`src/rtl/spi_pkg.sv`:
```
// Shared SPI definitions: transmit FSM states, default word width and
// chip-select polarity (the receive side uses the same constant).
package spi_pkg;

   typedef enum logic [1:0] {
      IDLE   = 2'd0,
      LOADED = 2'd1,
      SHIFT  = 2'd2
   } tx_state_t;

   localparam int   SPI_WORD_W = 8;
   localparam logic CS_ACTIVE  = 1'b0;

endpackage

```
`src/rtl/spi_tx_shiftreg.sv`:
```
// Loadable WIDTH-bit transmit shift register with clear, load and shift enable.
// Priority: clear > load > shift.
// Build option: SPI_TX_LSB_FIRST_EN selects LSB-first (shift right, serial bit = q[0]);
// otherwise MSB-first (shift left, serial bit = q[WIDTH-1]). Both fill with zeros.
// ser_d_o is the serial bit of the value the register takes at the next edge,
// so the parent can register miso in step with the register contents.
module spi_tx_shiftreg #(
   parameter int WIDTH = 8
) (
   input  logic             clk,
   input  logic             reset_n,
   input  logic             clr_i,
   input  logic             load_i,
   input  logic [WIDTH-1:0] data_i,
   input  logic             shift_i,
   output logic             ser_d_o
);

   logic [WIDTH-1:0] shreg_q;
   logic [WIDTH-1:0] shreg_d;

   // Next register value: clear, parallel load, directional shift or hold.
   always_comb begin
      shreg_d = shreg_q;
      if (clr_i) begin
         shreg_d = '0;
      end else if (load_i) begin
         shreg_d = data_i;
      end else if (shift_i) begin
`ifdef SPI_TX_LSB_FIRST_EN
         shreg_d = {1'b0, shreg_q[WIDTH-1:1]};
`else
         shreg_d = {shreg_q[WIDTH-2:0], 1'b0};
`endif
      end else begin
         shreg_d = shreg_q;
      end
   end

   // Serial bit that will be presented once shreg_d is registered.
   always_comb begin
`ifdef SPI_TX_LSB_FIRST_EN
      ser_d_o = shreg_d[0];
`else
      ser_d_o = shreg_d[WIDTH-1];
`endif
   end

   // Register the shift contents; synchronous active-low reset clears it.
   always_ff @(posedge clk) begin
      if (!reset_n) begin
         shreg_q <= '0;
      end else begin
         shreg_q <= shreg_d;
      end
   end

endmodule

```
`src/rtl/spi_miso_transmitter.sv`:
```
// SPI mode-0 peripheral transmit path. A loaded word is shifted out on miso,
// one bit per conditioned SCLK falling-edge pulse, while chip select is active.
// miso_oe drives the pad tristate; miso is forced to 0 whenever miso_oe is 0.
// All outputs are registered. Build option: SPI_TX_LSB_FIRST_EN (LSB first).
module spi_miso_transmitter
   import spi_pkg::*;
#(
   parameter int WIDTH = SPI_WORD_W,
   parameter int CNTW  = 3
) (
   input  logic             clk,
   input  logic             reset_n,
   input  logic             sclk_negedge,
   input  logic             cs_n,
   input  logic             load,
   input  logic [WIDTH-1:0] parallel_in,
   output logic             miso,
   output logic             miso_oe,
   output logic             busy,
   output logic             done,
   output logic             aborted
);

   tx_state_t        state_q, state_d;
   logic [CNTW-1:0]  bitcnt_q, bitcnt_d;
   logic             done_q, done_d;
   logic             aborted_q, aborted_d;
   logic             miso_q, miso_d;
   logic             miso_oe_q, miso_oe_d;
   logic             busy_q, busy_d;
   logic             sh_clr_s, sh_load_s, sh_shift_s;
   logic             ser_d_s;
   logic             last_edge_s;

   // The completing edge wins over a simultaneous chip-select rise.
   assign last_edge_s = sclk_negedge && (bitcnt_q == CNTW'(WIDTH - 1));

   spi_tx_shiftreg #(
      .WIDTH (WIDTH)
   ) u_shiftreg (
      .clk     (clk),
      .reset_n (reset_n),
      .clr_i   (sh_clr_s),
      .load_i  (sh_load_s),
      .data_i  (parallel_in),
      .shift_i (sh_shift_s),
      .ser_d_o (ser_d_s)
   );

   // State register.
   always_ff @(posedge clk) begin
      if (!reset_n) begin
         state_q <= IDLE;
      end else begin
         state_q <= state_d;
      end
   end

   // Next-state logic.
   always_comb begin
      state_d = state_q;
      case (state_q)
         IDLE: begin
            if (load) begin
               state_d = LOADED;
            end else begin
               state_d = IDLE;
            end
         end
         LOADED: begin
            if (cs_n == CS_ACTIVE) begin
               state_d = SHIFT;
            end else begin
               state_d = LOADED;
            end
         end
         SHIFT: begin
            if (last_edge_s) begin
               state_d = IDLE;
            end else if (cs_n != CS_ACTIVE) begin
               state_d = IDLE;
            end else begin
               state_d = SHIFT;
            end
         end
         default: begin
            state_d = IDLE;
         end
      endcase
   end

   // Datapath controls, bit counter and strobes for the current state.
   always_comb begin
      sh_clr_s   = 1'b0;
      sh_load_s  = 1'b0;
      sh_shift_s = 1'b0;
      bitcnt_d   = bitcnt_q;
      done_d     = 1'b0;
      aborted_d  = 1'b0;
      case (state_q)
         IDLE, LOADED: begin
            sh_load_s = load;
            bitcnt_d  = '0;
         end
         SHIFT: begin
            if (last_edge_s) begin
               sh_shift_s = 1'b1;
               done_d     = 1'b1;
               bitcnt_d   = '0;
            end else if (cs_n != CS_ACTIVE) begin
               sh_clr_s   = 1'b1;
               aborted_d  = 1'b1;
               bitcnt_d   = '0;
            end else if (sclk_negedge) begin
               sh_shift_s = 1'b1;
               bitcnt_d   = bitcnt_q + CNTW'(1);
            end else begin
               bitcnt_d   = bitcnt_q;
            end
         end
         default: begin
            sh_clr_s = 1'b1;
            bitcnt_d = '0;
         end
      endcase
   end

   // Pad-side outputs follow the state being entered, so they line up with it.
   always_comb begin
      miso_oe_d = (state_d == SHIFT);
      busy_d    = (state_d != IDLE);
      if (miso_oe_d) begin
         miso_d = ser_d_s;
      end else begin
         miso_d = 1'b0;
      end
   end

   // Counter and output registers.
   always_ff @(posedge clk) begin
      if (!reset_n) begin
         bitcnt_q  <= '0;
         done_q    <= 1'b0;
         aborted_q <= 1'b0;
         miso_q    <= 1'b0;
         miso_oe_q <= 1'b0;
         busy_q    <= 1'b0;
      end else begin
         bitcnt_q  <= bitcnt_d;
         done_q    <= done_d;
         aborted_q <= aborted_d;
         miso_q    <= miso_d;
         miso_oe_q <= miso_oe_d;
         busy_q    <= busy_d;
      end
   end

   assign miso    = miso_q;
   assign miso_oe = miso_oe_q;
   assign busy    = busy_q;
   assign done    = done_q;
   assign aborted = aborted_q;

endmodule

```
`config.mk`:
```
export PLATFORM = sky130hd
export DESIGN_NAME = spi_miso_transmitter
export DESIGN_NICKNAME = d
export VERILOG_FILES = /design/src/rtl/spi_pkg.sv /design/src/rtl/spi_tx_shiftreg.sv /design/src/rtl/spi_miso_transmitter.sv
export SDC_FILE = /design/constraint.sdc
export NUM_CORES = 1
export LEC_CHECK = 0
export BUFFER_PORTS_ARGS = -buffer_cell sky130_fd_sc_hd__buf_4
export CAP_MARGIN = 20
export CORE_MARGIN = 2
export CORE_UTILIZATION = 45
export CTS_CLUSTER_DIAMETER = 200
export DETAILED_ROUTE_END_ITERATION = 12
export PLACE_DENSITY = 0.71
export SKIP_CTS_REPAIR_TIMING = 1
export SYNTH_ARGS = -nofsm -noshare
export SYNTH_HDL_FRONTEND = slang
export SYNTH_SLANG_ARGS = --single-unit
```
`constraint.sdc`:
```
create_clock -name clk -period 1.5 [get_ports clk]
set_input_delay 0.075 -clock clk [delete_from_list [all_inputs] [get_ports clk]]
set_output_delay 0.075 -clock clk [all_outputs]
set_load 0.03 [all_outputs]
```
Word-level counts from Yosys, hierarchy flattened
Index checks and enable logic that the tools add are counted.

Flip-flop bits (word level): 18. Latch bits: 0. RAM bits: 0. ROM bits: 0. Input port bits: 13. Output and inout bits: 5. Word-level logic and storage cells: 42. Memories kept: 0.

$add $sub $neg: 1. $mul: 0. Divide/modulo/power cells: 0. $lt $le $gt $ge: 0. Eq/ne operators: 4. Shifts and indexed selects: 0. Multiplexer cells: 17. Bitwise logic cells: 2. Reduce and logical (&&, ||, !) cells: 9.

Operators by type and width (number): two-way mux 8 bit (3); two-way mux 1 bit (9); two-way mux 2 bit (3); one-hot mux 2 bit (3 select lines) (1); == test 2 bit, second input constant (2); AND reduction 2 bit (2); nonzero test 2 bit (2); OR reduction 2 bit (2); OR reduction 4 bit (1); adder 3 x 1 -> 3 bit, second input constant (1); == test 3 bit, second input constant (1); == test 2 x 1 -> 1 bit, second input constant (1); logical NOT 2 bit (1); NOT 1 bit (2); one-hot mux 1 bit (2 select lines) (1); logical AND 1 bit (1).

Logic depth before layout (Yosys ltp)
Gate-level depths: netlist of run 1.

Depth after elaboration: 7. Gate-level depth with buffers: 6. Mapped depth without buffers: 6.

Cells and area by module
Synthesis of run 1 repeated with hierarchy kept, for this count alone.

Cell total of the unflattened synthesis: 79. Area total of the unflattened synthesis: 809.5 um^2.

Modules (own cells, without submodules): spi_miso_transmitter (instances 1, cells an instance 41, area each 420.4 um^2, sequential area each 200.2 um^2); spi_tx_shiftreg (instances 1, cells an instance 38, area each 389.1 um^2, sequential area each 160.2 um^2).

Worst setup path before layout of run 1
Ideal clock, no wire load.

Path type: reg2reg. Start: reg bitcnt_q[0]. End: reg u_shiftreg.shreg_q[7]. Setup time: 0.079 ns. Arrival time: 1.481 ns. Required time: 1.421 ns. Path slack: -0.060 ns. Cell stages (with the launch flop): 7. Path buffers: 0. Period minus slack after synthesis: 1.560 ns. Cells stage by stage: dfxtp_1 ha_1 ha_1 nand2b_2 nand3_4 mux2_4 nor3_1.

Word-level cells in the longest chain between the ends: 7. Elaborated cells on any way between the ends: 9. Those cells by class: 1 x eq/ne; 7 x mux; 1 x reduce/logical.

Ends and longest elaborated chain: start, declared (line spi_miso_transmitter.sv:25) `logic [CNTW-1:0] bitcnt_q, bitcnt_d;`; start signal, assigned (line spi_miso_transmitter.sv:149) `bitcnt_q <= bitcnt_d;`; == test 3 bit * (line spi_miso_transmitter.sv:36) `assign last_edge_s = sclk_negedge && (bitcnt_q == CNTW'(WIDTH - 1));`; logical AND 1 bit * (line spi_miso_transmitter.sv:36); two-way mux 1 bit (line spi_miso_transmitter.sv:106) `if (last_edge_s) begin`; two-way mux 1 bit (line spi_miso_transmitter.sv:100) `case (state_q)`; two-way mux 8 bit (line spi_tx_shiftreg.sv:29) `end else if (shift_i) begin`; two-way mux 8 bit (line spi_tx_shiftreg.sv:27) `end else if (load_i) begin`; two-way mux 8 bit * (line spi_tx_shiftreg.sv:25) `if (clr_i) begin`; end signal, assigned (line spi_tx_shiftreg.sv:54) `shreg_q <= shreg_d;`; end, declared (line spi_tx_shiftreg.sv:19) `logic [WIDTH-1:0] shreg_q;`.

Mark *: on every way between the ends. The rest lies on a longest branch, timed or not. The select of a mux whose other input is x is not followed. A chain may end at the register's enable or synchronous reset.

Final worst setup path of run 1
Start: reg bitcnt_q[0]. End: reg miso_q (netlist: miso).

Word-level cells in the longest chain between the ends: 7. Elaborated cells on any way between the ends: 13. Those cells by class: 2 x eq/ne; 9 x mux; 2 x reduce/logical.

Ends and longest elaborated chain: == test 3 bit * (line spi_miso_transmitter.sv:36); logical AND 1 bit * (line spi_miso_transmitter.sv:36); two-way mux 1 bit (line spi_miso_transmitter.sv:106); two-way mux 1 bit (line spi_miso_transmitter.sv:100); two-way mux 8 bit (line spi_tx_shiftreg.sv:29); two-way mux 8 bit (line spi_tx_shiftreg.sv:27); two-way mux 8 bit (line spi_tx_shiftreg.sv:25); end signal, assigned (line spi_miso_transmitter.sv:152) `miso_q <= miso_d;`; end, declared (line spi_miso_transmitter.sv:28) `logic miso_q, miso_d;`.

Marks and branches as above.

==> summary.md, run 1 <==
| Metric | Value |
|---|---|
| Status | finished clean |
| Pwr Density | 923 nW/um2 |
| Largest net degree at the start of global routing | 15 |
| Mapped Cells | 77 |
| Switching part of the total | 24.3% |
| CP Launch Type | flip-flop |
| Worst skew pair latency | 0.29 ns |
| # IOs | 18 |
| Root Driver | clkbuf_4 |
| Hold path start | parallel_in[0] |
| Netlist cell types | 24 |
| Final setup margin | about 0.042 ns |
| FMAX | 0.686 GHz |
| Yosys reg bits | 18 |
| Clock slew at reported path FFs | 0.10 ns |
| Sw Pwr | 0.000231 W |
| Post-synth top area share | 47.0% |
| Die ar. | 2050 um2 |
| Gr ovfl total | 0 |
| Vias per cell | 5.12 |
| Die height | 45.3 um |
| Met2 usage | 25.1% |
| Worst path arrival time | 1.68 ns |
| Initial DRC count | 7 |
| Worst endpoint required time | 1.72 ns |
| Gr usage total | between 15 and 20% |
| Max-Cap Viols | 0 |
| Sequential share of power | 54.7% |
| Layout filler cell count | 129 |
| Lkg Pwr | roughly 0.47 nW |
| Area grow syn2layout | 34.3% |
| Reg2reg setup slack | approximately 0.042 ns |
| Internal | 0.000720 W |
| H-tree Lvls | 1 |
| Number of synthesis warnings | 0 |
| Routability cong. | between 0.7 and 0.8 |
| Placement Setup Slack | -0.0305 ns |
| Fraction of registers with async set/reset | 0% |
| Initial antenna violation count | 0 |
| CTS sink cnt | 18 |
| IO buf count | 17 |
| Worst vdd ir | 645 uV |
| Layout cells sized above 1 | 39.4% |
| Cell Chain, Critical Path | ha_4 -> ha_4 -> nand2b_4 -> nand3_4 -> mux2_4 -> nor3_1 |
| Diodes inserted | 0 |
| CP Capture Type | flip-flop |
| Worst r2r path cells | 6 |
| GR Util met3 | 4.80% |
| Hold Path Stages | 3 |
| TNS Setup | 0 ns |
| Biggest area consumer among synthesized cells | dfxtp_1 |
| WL/cell | 12.8 um |
| DP HPWL | approximately 1000 um |
| Unrepaired setup endpoints after global routing | yes |
| Post-synth EDFFs | 0 |
| Main synth FF type | dfxtp_1 |
| M1 GR Usage | 19.9% |
| Worst R2R Start | bitcnt_q[0] |
| Initial core utilization | 49.2% |
| CP max FO | 4 |
| Critical path class | flip-flop to flip-flop |
| Dominant cells by area after synthesis | dfxtp_1 47%, mux2i_1 12%, nor2_1 6.4% |
| Core area | 1560 um2 |
| Remaining DRCs | 0 |
| Reg-to-reg endpoint | miso |
| Final min period | 1.46 ns |
| Post-route cell area | between 1000 and 1500 um2 |
| Sequential area share after synthesis | 47.0% |
| # nets final | 115 |
| Slew Viols, Final | 0 |
| Worst-margin pin slew | 0.481 ns |
| Final hold vios | 0 |
| CTS tree | built |
| Most frequent CP cell | ha_4 |
| Critical path's slowest cell | dfxtp_2 |
| Fin crit share | 97.2% |
| Drt first pass iters | 4 |
| Hold path endpoint | u_shiftreg.shreg_q[0] |
| DR vias | 589 |
| Syn nets | 92 |
| HP Class | primary input to flip-flop |
| Core Rows | 14 |
| Power, Total | 0.000950 W |
| ANT nets after route | 0 |
| Slew headroom | 67.8% |
| Clock skew | ~0.00087 ns |
| Clock power share | 31.2% |
| First-pass GRT wire length | 2310 um |
| WHS | 0.0353 ns |
| Combinational power share | 14.1% |
| Top Usage Layer GRT | met2 |
| Syn Area/Cell | 9.96 um2 |
| Cell area after placement | approximately 940 um2 |
| Longest Clk Path Bufs | 2 |
| Total Wirelength | about 1500 um |
| Vias in the first global route | 537 |
| Num CTS Buffers | 3 |
| Die width | 45.3 um |
| Mapped cell area | 767 um2 |
| Delay of the slowest critical-path stage | 0.35 ns |
| Final setup vio count | 0 |
-- worst max-delay path by stage --
| stage | start | endpoint | slack, ns | cells past startpoint |
|---|---|---|---|---|
| final | bitcnt_q[0] | miso | 0.04 | 6 |
| after global routing | bitcnt_q[0] | u_shiftreg.shreg_q[3] | -0.01 | 7 |
| after CTS | bitcnt_q[0] | u_shiftreg.shreg_q[7] | -0.06 | 6 |
| after detailed placement | bitcnt_q[0] | u_shiftreg.shreg_q[3] | -0.03 | 7 |
| after global placement | bitcnt_q[0] | miso | 0.02 | 6 |
| after floorplan | bitcnt_q[0] | u_shiftreg.shreg_q[7] | 0.007 | 6 |
-- critical path, delay by kind of cell (launching register included) --
kind | cells | cell delay [ns]
flops | 1 | 0.35
mux | 1 | 0.32
fa+ha+maj | 2 | 0.32
simple gates | 3 | 0.40
-- synth_stat cells (2+ instances only) --
library cell / instances
dfxtp_1: 18
ha_1: 2
mux2i_1: 9
nor2_1: 13
nor3_1: 2
a211oi_1: 6
nand2_1: 5
a21oi_1: 2
and2b_2: 2
inv_1: 3
o21ai_1: 2
-- metal layers --
metal,share of wire (%),vias up
li1,-,311
met1,45,263
met2,51,15
met3,4.1,0
met4,0,0
met5,0,-
-- cell type report --
class	instances	area [um2]	area share, %
clock buffers	4	36.3	3.52
inverters	3	11.3	1.09
flip-flops and latches	18	363	35.2
well taps	16	20.0	1.94
repair buffers	20	163	15.8
multi-input cells	54	437	42.4
-- power by group through the flow --
stage                     clock network [W]  registers, W  logic [W]
final                              0.000296      0.000520   0.000134
after global routing               0.000339      0.000523   0.000146
after CTS                          0.000308      0.000517   0.000127
after detailed placement                  0      0.000528   0.000126
after global placement                    0      0.000527   0.000123
after floorplan                           0      0.000534  0.0000695
-- stage by stage --
step,utilization [%],instances
finish,66.1,115
CTS,62.5,115
global placement,60.2,111
floorplan,-,77
global route,66.1,115
detailed placement,60.2,111
-- layout by cell type (no fill, tap or decap), types with 2 or more instances in the layout --
master / n
inv_1: 3
dfxtp_2: 2
dfxtp_1: 16
a211oi_2: 2
nand2_1: 5
buf_4: 19
mux2i_1: 8
a21oi_1: 2
o21ai_1: 2
and2b_2: 2
nor2_1: 13
a211oi_1: 4
clkbuf_4: 3
ha_4: 2
-- flip-flops by register name, indices dropped and copies added, names as in the netlist --
signal / cells
done: 1
aborted: 1
state_q: 2
bitcnt_q: 3
busy: 1
miso_oe: 1
u_shiftreg.shreg_q: 8
miso: 1
-- kinds of logic (layout without fill, tap and decap cells) --
logic type / Yosys count / count (layout) / share of synthesized area, %
DFF: 18 / 18 / 47.0
adders and majority gates: 2 / 2 / 3.26
and+or+nand+nor: 29 / 29 / 21.2
muxes: 10 / 10 / 13.7
xor gates and xnor gates: 1 / 1 / 1.14
buffers and inverters: 5 / 27 / 3.59
AOI/OAI and AO/OA: 12 / 12 / 10.1
(Power assumes the default switching activity.)
==> inputs of run 2 (changes only) <==
CORE_MARGIN = unset   (was 2)
==> run 2 against run 1 <==
- combinational power about the same
- critical path depth increased by 1
- worst hold slack lost 0.0041 ns
- critical path type unchanged
- routed wire length is 7.3% lower
- power down 0.39%
- first-iteration DRC count unchanged
- count of clock-buffer cells in the layout unchanged
- largest cell class unchanged
- flip-flop and latch count is the same
- utilization is 1.6 points higher
- sequential power about the same
- highest routed layer unchanged
- via count up 3.4%
- worst setup slack better by 0.012 ns
==> summary.md, run 2 (synthesis gave the netlist of run 1 again) <==
| Metric | Value |
|---|---|
| Status | finished clean |
| Hold path endpoint | u_shiftreg.shreg_q[0] |
| ANT nets after route | 0 (unchanged) |
| Vias in the first global route | 562 (+4.7%) |
| Delay of the slowest critical-path stage | 0.35 ns (about the same) |
| Initial core utilization | 49.8% (+0.56 points) |
| Remaining DRCs | 0 (unchanged) |
| Switching part of the total | 24.0% (-0.25 points) |
| Largest Register | u_shiftreg.shreg_q |
| CP Launch Type | flip-flop |
| Num CTS Buffers | 3 (unchanged) |
| HP Class | primary input to flip-flop |
| Gr usage total | 16.9% (+0.47 points) |
| # IOs | 18 (unchanged) |
| Worst vdd ir | 717 uV (+11%) |
| H-tree Lvls | 1 (unchanged) |
| Critical path class | flip-flop to flip-flop |
| Final setup vio count | 0 (unchanged) |
| Routability cong. | 0.708 (-7.0%) |
| Hold path start | parallel_in[0] |
| FMAX | 0.691 GHz (+0.83%) |
| Initial DRC count | 7 (unchanged) |
| Pwr Density | 907 nW/um2 (-1.7%) |
| Worst R2R Start | bitcnt_q[0] |
| Post-route cell area | 1040 um2 (+1.3%) |
| Fin crit share | 96.4% (-0.80 points) |
| Largest net degree at the start of global routing | 15 (unchanged) |
| Die ar. | 1870 um2 (-8.6%) |
| DP HPWL | 996 um (-2.5%) |
| Worst r2r path cells | 7 (+1) |
| Sequential share of power | 54.9% (+0.2 points) |
| Layout cells sized above 1 | 40.6% (+1.2 points) |
| Area grow syn2layout | 36.1% |
| Total Wirelength | 1360 um (-7.3%) |
| # nets final | 117 (+1.7%) |
| DR vias | 609 (+3.4%) |
| Die width | 43.3 um (-4.4%) |
| Most frequent cells in the layout | 19 x buf_4, 16 x dfxtp_1, 13 x nor2_1 |
| Clock skew | 0.00559 ns (+0.00472 ns) |
| Core Rows | 14 (unchanged) |
| Cell Chain, Critical Path | ha_4 -> ha_4 -> nand2b_4 -> nand3_4 -> buf_6 -> mux2i_4 -> a211oi_2 |
| Bufs and invs on worst path | 1 (+1) |
| Worst skew pair latency | 0.29 ns (about the same) |
| Clock slew at reported path FFs | 0.11 ns (about the same) |
| Hold Path Stages | 3 (unchanged) |
| IO buf count | 17 (unchanged) |
| Final hold vios | 0 (unchanged) |
| Root Driver | clkbuf_4 |
| Worst endpoint required time | 1.67 ns (-0.05 ns) |
| Sw Pwr | 0.000228 W (-1.4%) |
| Unrepaired setup endpoints after global routing | yes |
| Worst-margin pin slew | 0.442 ns (-0.0394 ns) |
| TNS Setup | 0 ns (unchanged) |
| WL/cell | 11.6 um (-8.9%) |
| Core area | 1540 um2 (-1.1%) |
| Combinational power share | 14.0% (about the same) |
| Placed insts | 112 (+0.90%) |
| Reg2reg setup slack | 0.05 ns (about the same) |
| Power, Total | 0.000947 W (-0.39%) |
| Die height | 43.3 um (-4.4%) |
| Internal | 0.000719 W (about the same) |
| CP Capture Type | flip-flop |
| Most common cell after layout, fill and taps aside | buf_4 |
| Clock power share | 31.2% (about the same) |
| Max-Cap Viols | 0 (unchanged) |
| Cell family with most CP delay | flip-flops |
| Worst path arrival time | 1.61 ns (-0.07 ns) |
| Vias per cell | 5.21 (+1.6%) |
| Drt first pass iters | 4 (unchanged) |
| Slew headroom | 70.5% (+2.6 points) |
| Reg-to-reg endpoint | u_shiftreg.shreg_q[3] |
| Fin cells | 117 (+1.7%) |
| Cell area after placement | 933 um2 (-0.53%) |
| Gr ovfl total | 0 (unchanged) |
| Final min period | 1.45 ns (-0.0120 ns) |
| CP max FO | 5 (+1) |
| Initial antenna violation count | 0 (unchanged) |
| Critical path's slowest cell | dfxtp_2 |
| Largest regs | u_shiftreg.shreg_q (8), bitcnt_q (3), state_q (2) |
| Lkg Pwr | 0.483 nW (+1.7%) |
| CTS sink cnt | 18 (unchanged) |
| Most frequent CP cell | ha_4 |
| Longest Clk Path Bufs | 2 (unchanged) |
| Number of flip-flops in the largest register | 8 (unchanged) |
| Diodes inserted | 0 (unchanged) |
| First-pass GRT wire length | 2380 um (+3.0%) |
| CTS tree | built |
| Slew Viols, Final | 0 (unchanged) |
[run 2: cell types whose count changed in the layout (fill, tap and decap cells not counted), sizes merged]
cell / previous run / this run
buf: 20 / 22
[run 2: layer usage]
metal  vias to the layer above  track usage [%]  part of all wire, %
met5                         -                0                    0
met4                         0             7.27                    0
met3                         0             2.98                  4.7
met2                        15             27.2                   49
met1                       279             21.9                   46
li1                        315                -                    -
[run 2: worst max-delay path by stage]
stage / cells after the start / start / slack (ns) / endpoint
after floorplan: 6 / bitcnt_q[0] / 0.007 / u_shiftreg.shreg_q[7]
after global placement: 6 / bitcnt_q[0] / 0.02 / miso
after detailed placement: 6 / bitcnt_q[0] / -0.06 / u_shiftreg.shreg_q[7]
after CTS: 6 / bitcnt_q[0] / -0.06 / u_shiftreg.shreg_q[7]
after global routing: 7 / bitcnt_q[0] / -0.03 / u_shiftreg.shreg_q[3]
final: 7 / bitcnt_q[0] / 0.05 / u_shiftreg.shreg_q[3]
[run 2: through the flow]
stage                     hold WS [ns]  setup slack (ns)  util (%)
after floorplan                  0.215           0.00673         -
after global placement           0.345            0.0202      60.6
after detailed placement         0.343           -0.0610      60.6
after CTS                       0.0234           -0.0592      62.9
after global routing            0.0142           -0.0343      67.7
final                           0.0312            0.0537      67.7
[run 2: final cells by class]
cell class / count / area, um2
sequential: 18 / 363
tap: 16 / 20.0
fill: 126 / 498
timing repair buffer: 22 / 176
multi-input combinational: 54 / 437
inverter: 3 / 11.3
clock buffer: 4 / 36.3
[run 2: worst reg2reg max path, delay by kind of cell (launching register included)]
family	cells	cell delay [ns]
AO/OA/AOI/OAI	1	0.08
adder cells (fa/ha/maj)	2	0.32
buffers and inverters	1	0.13
flip-flops	1	0.35
multiplexers	1	0.22
AND/OR/NAND/NOR	2	0.24
[run 2: power by group through the flow]
stage	Sequential, W	Combinational [W]	Clock, W
floorplan	0.000534	0.0000695	0
global placement	0.000527	0.000122	0
detailed placement	0.000528	0.000124	0
CTS	0.000517	0.000125	0.000307
global route	0.000523	0.000148	0.000330
finish	0.000519	0.000132	0.000295
